===== config.mk =====
export PLATFORM = sky130hd
export DESIGN_NAME = cacheline_adapter
export DESIGN_NICKNAME = d
export VERILOG_FILES = /design/src/rtl/cacheline_adapter.sv
export SDC_FILE = /design/constraint.sdc
export NUM_CORES = 2
export LEC_CHECK = 0
export ABC_AREA = 1
export CAP_MARGIN = 25
export CORE_MARGIN = 4
export CORE_UTILIZATION = 30
export DETAILED_ROUTE_END_ITERATION = 10
export PLACE_DENSITY = 0.58
export SYNTH_ARGS = -nofsm -noshare
export SYNTH_HDL_FRONTEND = slang
export SYNTH_SLANG_ARGS = --single-unit
export TNS_END_PERCENT = 100

===== constraint.sdc =====
create_clock -name clk -period 2.05 [get_ports clk]
set_input_delay 0.41 -clock clk [delete_from_list [all_inputs] [get_ports clk]]
set_output_delay 0.41 -clock clk [all_outputs]
set_load 0.005 [all_outputs]

===== src/rtl/cacheline_adapter.sv =====
`default_nettype none
// ============================================================================
//  Module   : cacheline_adapter
//  Purpose  : Responder for the data cache's 256-bit line port. A line fill
//             collects four 64-bit burst beats into one line; a writeback
//             splits the latched line into four beats. Beat 0 is bits [63:0].
//  Revision : 1.0  initial release
//
//  Ports
//    clk, rst          clock; synchronous active-low reset (0 = reset)
//    pmem_read/write   cache requests, held until pmem_resp
//    pmem_address      line address from cache
//    pmem_wdata        writeback line
//    pmem_rdata        filled line (holds until the next fill completes)
//    pmem_resp         one-cycle completion pulse
//    mem_read/write    burst requests toward memory
//    mem_address       line-aligned burst address, held for the burst
//    burst_i/burst_o   read / write beat data
//    mem_resp          per-beat acknowledge
//    rd_count/wr_count completed fill / writeback counters (saturating),
//                      present only when CACHELINE_ADAPTER_PERF_EN is defined
//
//  Every output is a register; nothing combinational reaches an output.
// ============================================================================
module cacheline_adapter #(
    parameter int s_offset = 5,
    parameter int s_beat   = 64,
    parameter int n_beats  = 4
) (
    input  logic                         clk,
    input  logic                         rst,
    input  logic                         pmem_read,
    input  logic                         pmem_write,
    input  logic [31:0]                  pmem_address,
    input  logic [8*(2**s_offset)-1:0]   pmem_wdata,
    output logic [8*(2**s_offset)-1:0]   pmem_rdata,
    output logic                         pmem_resp,
    output logic                         mem_read,
    output logic                         mem_write,
    output logic [31:0]                  mem_address,
    input  logic [s_beat-1:0]            burst_i,
    output logic [s_beat-1:0]            burst_o,
`ifdef CACHELINE_ADAPTER_PERF_EN
    output logic [31:0]                  rd_count,
    output logic [31:0]                  wr_count,
`endif
    input  logic                         mem_resp
);

    localparam int LINE_W = 8 * (2**s_offset);
    localparam int CNT_W  = $clog2(n_beats);

    localparam logic [CNT_W-1:0] c_last_beat = CNT_W'(n_beats - 1);
    localparam logic [31:0]      c_addr_mask = 32'((64'd1 << s_offset) - 64'd1);

    typedef enum logic [2:0] {
        IDLE     = 3'd0,
        RD_BURST = 3'd1,
        RD_DONE  = 3'd2,
        WR_BURST = 3'd3,
        WR_DONE  = 3'd4
    } state_t;

    state_t              r_state;
    logic [CNT_W-1:0]    r_cnt;
    logic [LINE_W-1:0]   r_line;    // fill assembly buffer
    logic [LINE_W-1:0]   r_wdata;   // writeback line latched at accept

    logic [CNT_W-1:0]    w_cnt_inc;
    logic [31:0]         w_aligned;
    logic [LINE_W-1:0]   w_line_next;
    logic                w_rd_last;
    logic                w_wr_last;

    assign w_cnt_inc = r_cnt + CNT_W'(1);
    assign w_aligned = pmem_address & ~c_addr_mask;
    assign w_rd_last = (r_state == RD_BURST) && mem_resp && (r_cnt == c_last_beat);
    assign w_wr_last = (r_state == WR_BURST) && mem_resp && (r_cnt == c_last_beat);

    // Line buffer with the current beat merged in; on the final beat this is
    // the complete line, so it can be loaded straight into pmem_rdata.
    always_comb begin
        w_line_next = r_line;
        w_line_next[int'(r_cnt)*s_beat +: s_beat] = burst_i;
    end

    always_ff @(posedge clk) begin
        if (!rst) begin
            r_state     <= IDLE;
            r_cnt       <= '0;
            r_line      <= '0;
            r_wdata     <= '0;
            pmem_rdata  <= '0;
            pmem_resp   <= 1'b0;
            mem_read    <= 1'b0;
            mem_write   <= 1'b0;
            mem_address <= '0;
            burst_o     <= '0;
        end else begin
            pmem_resp <= 1'b0;
            case (r_state)
                IDLE: begin
                    // Writeback wins so a dirty victim leaves before its refill.
                    if (pmem_write) begin
                        r_state     <= WR_BURST;
                        r_cnt       <= '0;
                        r_wdata     <= pmem_wdata;
                        burst_o     <= pmem_wdata[s_beat-1:0];
                        mem_address <= w_aligned;
                        mem_write   <= 1'b1;
                    end else if (pmem_read) begin
                        r_state     <= RD_BURST;
                        r_cnt       <= '0;
                        mem_address <= w_aligned;
                        mem_read    <= 1'b1;
                    end
                end
                RD_BURST: begin
                    if (mem_resp) begin
                        r_line <= w_line_next;
                        r_cnt  <= w_cnt_inc;
                        if (w_rd_last) begin
                            r_state    <= RD_DONE;
                            mem_read   <= 1'b0;
                            pmem_resp  <= 1'b1;
                            pmem_rdata <= w_line_next;
                        end
                    end
                end
                RD_DONE: begin
                    r_state <= IDLE;
                end
                WR_BURST: begin
                    if (mem_resp) begin
                        r_cnt <= w_cnt_inc;
                        // Present the next beat as soon as the current one is taken.
                        burst_o <= r_wdata[int'(w_cnt_inc)*s_beat +: s_beat];
                        if (w_wr_last) begin
                            r_state   <= WR_DONE;
                            mem_write <= 1'b0;
                            pmem_resp <= 1'b1;
                        end
                    end
                end
                WR_DONE: begin
                    r_state <= IDLE;
                end
                default: begin
                    r_state   <= IDLE;
                    mem_read  <= 1'b0;
                    mem_write <= 1'b0;
                end
            endcase
        end
    end

`ifdef CACHELINE_ADAPTER_PERF_EN
    always_ff @(posedge clk) begin
        if (!rst) begin
            rd_count <= '0;
            wr_count <= '0;
        end else begin
            if (w_rd_last && (rd_count != 32'hFFFF_FFFF)) begin
                rd_count <= rd_count + 32'd1;
            end
            if (w_wr_last && (wr_count != 32'hFFFF_FFFF)) begin
                wr_count <= wr_count + 32'd1;
            end
        end
    end
`endif

endmodule
`default_nettype wire


### Word-level counts from Yosys, hierarchy flattened

Cells that the tools add are included.

| word-level totals | value |
|---|---|
| output and inout port bits | 355 |
| flip-flop bits (word level) | 872 |

| cells by class | value |
|---|---|
| bitwise operators | 2 |
| add/sub/neg operators | 2 |
| equality and inequality tests | 14 |
| reduce and logical (&&, ||, !) cells | 20 |
| shift-type cells | 3 |
| mux-type cells | 31 |

Operators by type and width:

| cell | count |
|---|---|
| bitwise mux 256 bit | 1 |
| variable shift 64 x 33 -> 256 bit (first input constant) | 1 |
| variable part select 256 x 9 -> 64 bit | 1 |
| variable part select 64 x 33 -> 256 bit | 1 |
| two-way mux 64 bit | 2 |
| one-hot mux 64 bit (2 select lines) | 1 |
| two-way mux 32 bit | 2 |
| negation 8 -> 33 bit | 1 |
| two-way mux 3 bit | 6 |
| inequality test 2 bit (second input constant) | 7 |
| two-way mux 1 bit | 11 |
| AND reduction 5 bit | 2 |
| one-hot mux 3 bit (3 select lines) | 1 |
| AND reduction 3 bit | 3 |
| equality test 3 x 2 -> 1 bit (second input constant) | 2 |
| two-way mux 2 bit | 3 |
| one-hot mux 1 bit (3 select lines) | 2 |
| AND reduction 2 bit | 3 |
| nonzero test 2 bit | 3 |
| OR reduction 3 bit | 2 |
| logical AND 1 bit | 4 |
| one-hot mux 2 bit (2 select lines) | 1 |
| AND reduction 4 bit | 1 |
| equality test 3 x 1 -> 1 bit (second input constant) | 1 |
| 9 further kinds | 10 |

### Longest topological paths before layout

| logic depth | value |
|---|---|
| word-level depth | 6 |
| gate-level depth with buffers | 14 |
| gate-level depth less buffers | 8 |

### Worst setup path before layout

Ideal clock, no wire load.

| path | value |
|---|---|
| path kind | flip-flop to flip-flop |
| start | reg r_cnt[0] |
| end | reg burst_o[10] |
| stages on the path, launching flop included | 14 |
| path slack | -0.234 ns |
| clock period less this slack | 2.284 ns |
| path buffers | 6 |
| arrival | 2.167 ns |
| setup time | 0.117 ns |
| path through | dfxtp_1 -> buf_2 -> inv_1 -> buf_2 -> buf_2 -> ha_1 -> buf_2 -> buf_2 -> clkbuf_1 -> nand3_1 -> nand2_1 -> nand2_1 -> a21oi_1 -> nor2_1 |

| between the ends | value |
|---|---|
| longest elaborated chain between the ends | 4 |

RTL lines:

| element | line | text |
|---|---|---|
| start, declared | 65 | `logic [CNT_W-1:0] r_cnt;` |
| start signal, assigned | 121 | `r_cnt <= w_cnt_inc;` |
| start signal, assigned | 135 | `r_cnt <= w_cnt_inc;` |
| adder 2 x 1 -> 2 bit | 75 | `assign w_cnt_inc = r_cnt + CNT_W'(1);` |
| variable part select 256 x 9 -> 64 bit | 137 | `burst_o <= r_wdata[int'(w_cnt_inc)*s_beat +: s_beat];` |
| two-way mux 64 bit | 134 | `if (mem_resp) begin` |
| one-hot mux 64 bit (2 select lines) | 101 | `case (r_state)` |
| end signal, assigned | 108 | `burst_o <= pmem_wdata[s_beat-1:0];` |
| end signal, assigned | 137 |  |
| end, declared | 42 | `output logic [s_beat-1:0] burst_o,` |

Every way passes these cells. The select of a mux whose other input is x is not followed.
A chain may end at the register's enable or synchronous reset.

### Worst setup path after layout

| path | value |
|---|---|
| start | reg pmem_rdata[65] |
| end | out pmem_rdata[65] |

RTL lines:

| element | line | text |
|---|---|---|
| start, declared | 36 | `output logic [8*(2**s_offset)-1:0] pmem_rdata,` |
| start signal, assigned | 126 | `pmem_rdata <= w_line_next;` |

No word-level cell between the ends.

==> results_dict.tcl <==
set metrics [dict create \
    status "finished, final reports clean" \
    rows 123 \
    max-clock-path-buffers 3 \
    worst_hold_path.num_cells 3 \
    wire_length_of_the_first_global_routing_pass_um 200000 \
    core_region_area_mm2 0.113 \
    timing_hold_violations_final 0 \
    cpPeakStageDelay_ns 0.54 \
    critPathLaunchType "register" \
    layout.cells.most_common "sky130_fd_sc_hd__nand2_1" \
    dr_total_vias 34200 \
    clock_sink_count 803 \
    ir_drop_uv 670 \
    first_global_vias 31900 \
    vias_per_cell 4.83 \
    netSwitchingPower_mw 11.4 \
    worst-slew-pin-transition_ns 0.927 \
    routed_wire_length_per_instance_um 18.9 \
    final_cell_mix "sky130_fd_sc_hd__nand2_1 (1325), sky130_fd_sc_hd__dfxtp_1 (751), sky130_fd_sc_hd__a21oi_1 (736)" \
    timing.critical_path.depth 1 \
    synthDominantAreaCellType "sky130_fd_sc_hd__dfxtp_1" \
    grt_setup_unrepaired "false" \
    ys_async_sr_fraction_pct 0 \
    pin_count 712 \
    power.share.combinational_pct 15.4 \
    clk-insertion-delay-late_ns 0.69 \
    worst_clock_skew_ns 0.0553 \
    fraction_of_layout_cells_with_a_size_suffix_above_1_pct 7.16 \
    worst-path-max-fanout 2 \
    layout_min_cycle_time_ns 1.99 \
    final-max-slew-violation-count 0 \
    pint_mw 29.7 \
    tritoncts_buffers 92 \
    cts_htree_levels 3 \
    postSynthRegisterBits 803 \
    die_width_um 345 \
    cp_data_arrival_time_ns 1.58 \
    min_path_type "in -> reg" \
    postPlaceCellArea_mm2 0.0434 \
    fillers 11600 \
    die-height_um 345 \
    detailedRoute.firstPassIterationCount 5 \
    share_of_synthesized_area_occupied_by_flip_flops_and_latches_pct 47.1 \
    syn-cell-area_mm2 0.0341 \
    postRouteAntennaNets 0 \
    detailedRoute.firstIterationViolations 2500 \
    clockRootBuffer "sky130_fd_sc_hd__clkbuf_16" \
    path_class "reg -> out" \
    syn-instance-count 4932 \
    synth_enable_flop_cells 0 \
    design.die.area_mm2 0.119 \
    area_occupied_by_multi_input_gates_mm2 0.0143 \
    cellLeakagePower_nw 17.4 \
    clk_pin_slew_worst_paths_ns 0.06 \
    io_buffer_count 701 \
    max_cap_viol_count 0 \
    r2r_cells 9 \
    layout.core_utilization_pct 41.5 \
    grt.total_usage_pct 21.3 \
    worst-endpoint-required_ns 1.64 \
    antenna_found_initial 23 \
    route.final.wire_length_um 134000 \
    post_synth_main_area_contributors "sky130_fd_sc_hd__dfxtp_1 (47%), sky130_fd_sc_hd__nand2_1 (15%), sky130_fd_sc_hd__a21oi_1 (11%)" \
    crit_path_top_delay_cell "sky130_fd_sc_hd__clkdlybuf4s50_1" \
    gp_routability_congestion 0.848 \
    layout.area.seq_mm2 0.0162 \
    endpoint_kind "primary output" \
    floorplan.initialDensity_pct 30.3 \
    switching_share_pct 27.8 \
    power_density_mw_per_mm2 880 \
    path_delay_family "buffers and inverters" \
    area_overhead_vs_synth_pct 37.1 \
    yosys.area.top_type_share_pct 47.1 \
    max_slew_margin_vs_limit_pct 38.2 \
    post_synth_num_cell_types 25 \
    power_frac_clock_pct 43.1 \
    final_cell_area_mm2 0.0468 \
    timing.final.setup_violations 0 \
    clock.fmax_ghz 0.503 \
    dp_hpwl_um 92400 \
    seq_power_share_pct 41.5 \
    min_period_over_period_pct 97.0 \
    nNetsFinal 5858 \
    timing.critical_path.cells "clkdlybuf4s50_1" \
    globalRouteOverflowTotal 0 \
    synthesis.area_per_instance_um2 6.92 \
    critical_path_buf_inv_count 1 \
    clock_tree_from_tritoncts "built" \
    syn_warnings 0 \
    synth_ff_type "sky130_fd_sc_hd__dfxtp_1" \
    drcViolationCount 0 \
    grt_max_degree 131 \
]
layer usage:
layer | share of wire, % | GRT usage, % | vias up
li1 | - | - | 16900
met1 | 43 | 28.0 | 15800
met2 | 45 | 33.6 | 1243
met3 | 8.1 | 5.29 | 226
met4 | 3.9 | 8.41 | 16
met5 | 0.079 | 0 | -
cell usage after synthesis (3+ instances only):
cell type                  number
sky130_fd_sc_hd__clkbuf_2      10
sky130_fd_sc_hd__o22ai_1      128
sky130_fd_sc_hd__inv_2          5
sky130_fd_sc_hd__buf_4         30
sky130_fd_sc_hd__o21ai_1       65
sky130_fd_sc_hd__nand3_2        3
sky130_fd_sc_hd__ha_1           5
sky130_fd_sc_hd__nor2_1       263
sky130_fd_sc_hd__buf_2        160
sky130_fd_sc_hd__nand3_1      222
sky130_fd_sc_hd__o21ai_0      417
sky130_fd_sc_hd__inv_1        551
sky130_fd_sc_hd__dfxtp_1      803
sky130_fd_sc_hd__nand2_1     1326
sky130_fd_sc_hd__nor2_4         4
sky130_fd_sc_hd__buf_1          9
sky130_fd_sc_hd__a21oi_1      736
sky130_fd_sc_hd__clkbuf_1     185
cell type report:
type / instances / share of cell area [%]
inverter: 557 / 4.53
multi-input combinational: 3182 / 30.5
sequential: 803 / 34.5
tap: 1500 / 4.01
antenna: 13 / 0.0695
clock inverter: 56 / 1.67
timing repair buffer: 860 / 19.4
clock buffer: 114 / 5.35
metrics by stage:
step	total power [mW]	setup TNS (ns)	hold WS (ns)	std cells	setup slack, ns
after global placement	23.7	-0.279	0.431	6896	-0.0506
after detailed placement	23.7	-1.01	0.435	6896	-0.0461
after global routing	43.0	0	0.121	7081	0.000850
after CTS	41.6	0	0.0875	7070	0.000116
final	41.2	0	0.137	7085	0.0608
after floorplan	20.7	-0.108	0.424	4936	-0.00601
worst register-to-register path: cells and delay by family (launching register included):
family                     cells  cell delay [ns]
buffers and inverters          3             0.52
DFF                            1             0.42
AOI/OAI and AO/OA              1             0.14
and+or+nand+nor                4             0.37
adders and majority gates      1             0.36
path summary, 6_finish.rpt:
path                   startpoint               to  slack [ns]
hold / removal                rst     r_wdata[194]        0.14
setup reg to reg         r_cnt[0]      burst_o[15]        0.11
setup / recovery   pmem_rdata[65]   pmem_rdata[65]        0.06
hold reg to reg   mem_address[26]  mem_address[26]        0.44
timing repair:
item                                    CTS  global route
pin swaps                                 1             1
hold buffers                              0             0
endpoints found under the setup margin  110            40
gates resized for setup                 112            25
buffers inserted                          4             1
gates cloned                              0             1
flip-flops by register name, indices dropped and copies added, names as in the netlist:
| signal | flops |
|---|---|
| pmem_rdata | 256 |
| r_wdata | 256 |
| r_line | 192 |
| burst_o | 64 |
| mem_address | 27 |
| r_state | 3 |
| r_cnt | 2 |
| mem_read | 1 |
| mem_write | 1 |
| pmem_resp | 1 |
power by group through the flow:
stage / Clock [mW] / Sequential [mW] / Combinational (mW)
floorplan: 0 / 17.3 / 3.41
global placement: 0 / 17.4 / 6.28
finish: 17.8 / 17.1 / 6.32
detailed placement: 0 / 17.4 / 6.32
global route: 18.8 / 17.2 / 6.97
CTS: 18.2 / 17.1 / 6.32
cells by family after synthesis:
kind of cell	Yosys count	share of synthesized area [%]
adder cells (fa/ha/maj)	5	0.183
AO/OA/AOI/OAI	1347	20.2
other	1	0.0110
flip-flops	803	47.1
AND/OR/NAND/NOR	1825	21.1
buffers and inverters	951	11.4
No activity file was read; power rests on OpenSTA's default activity.
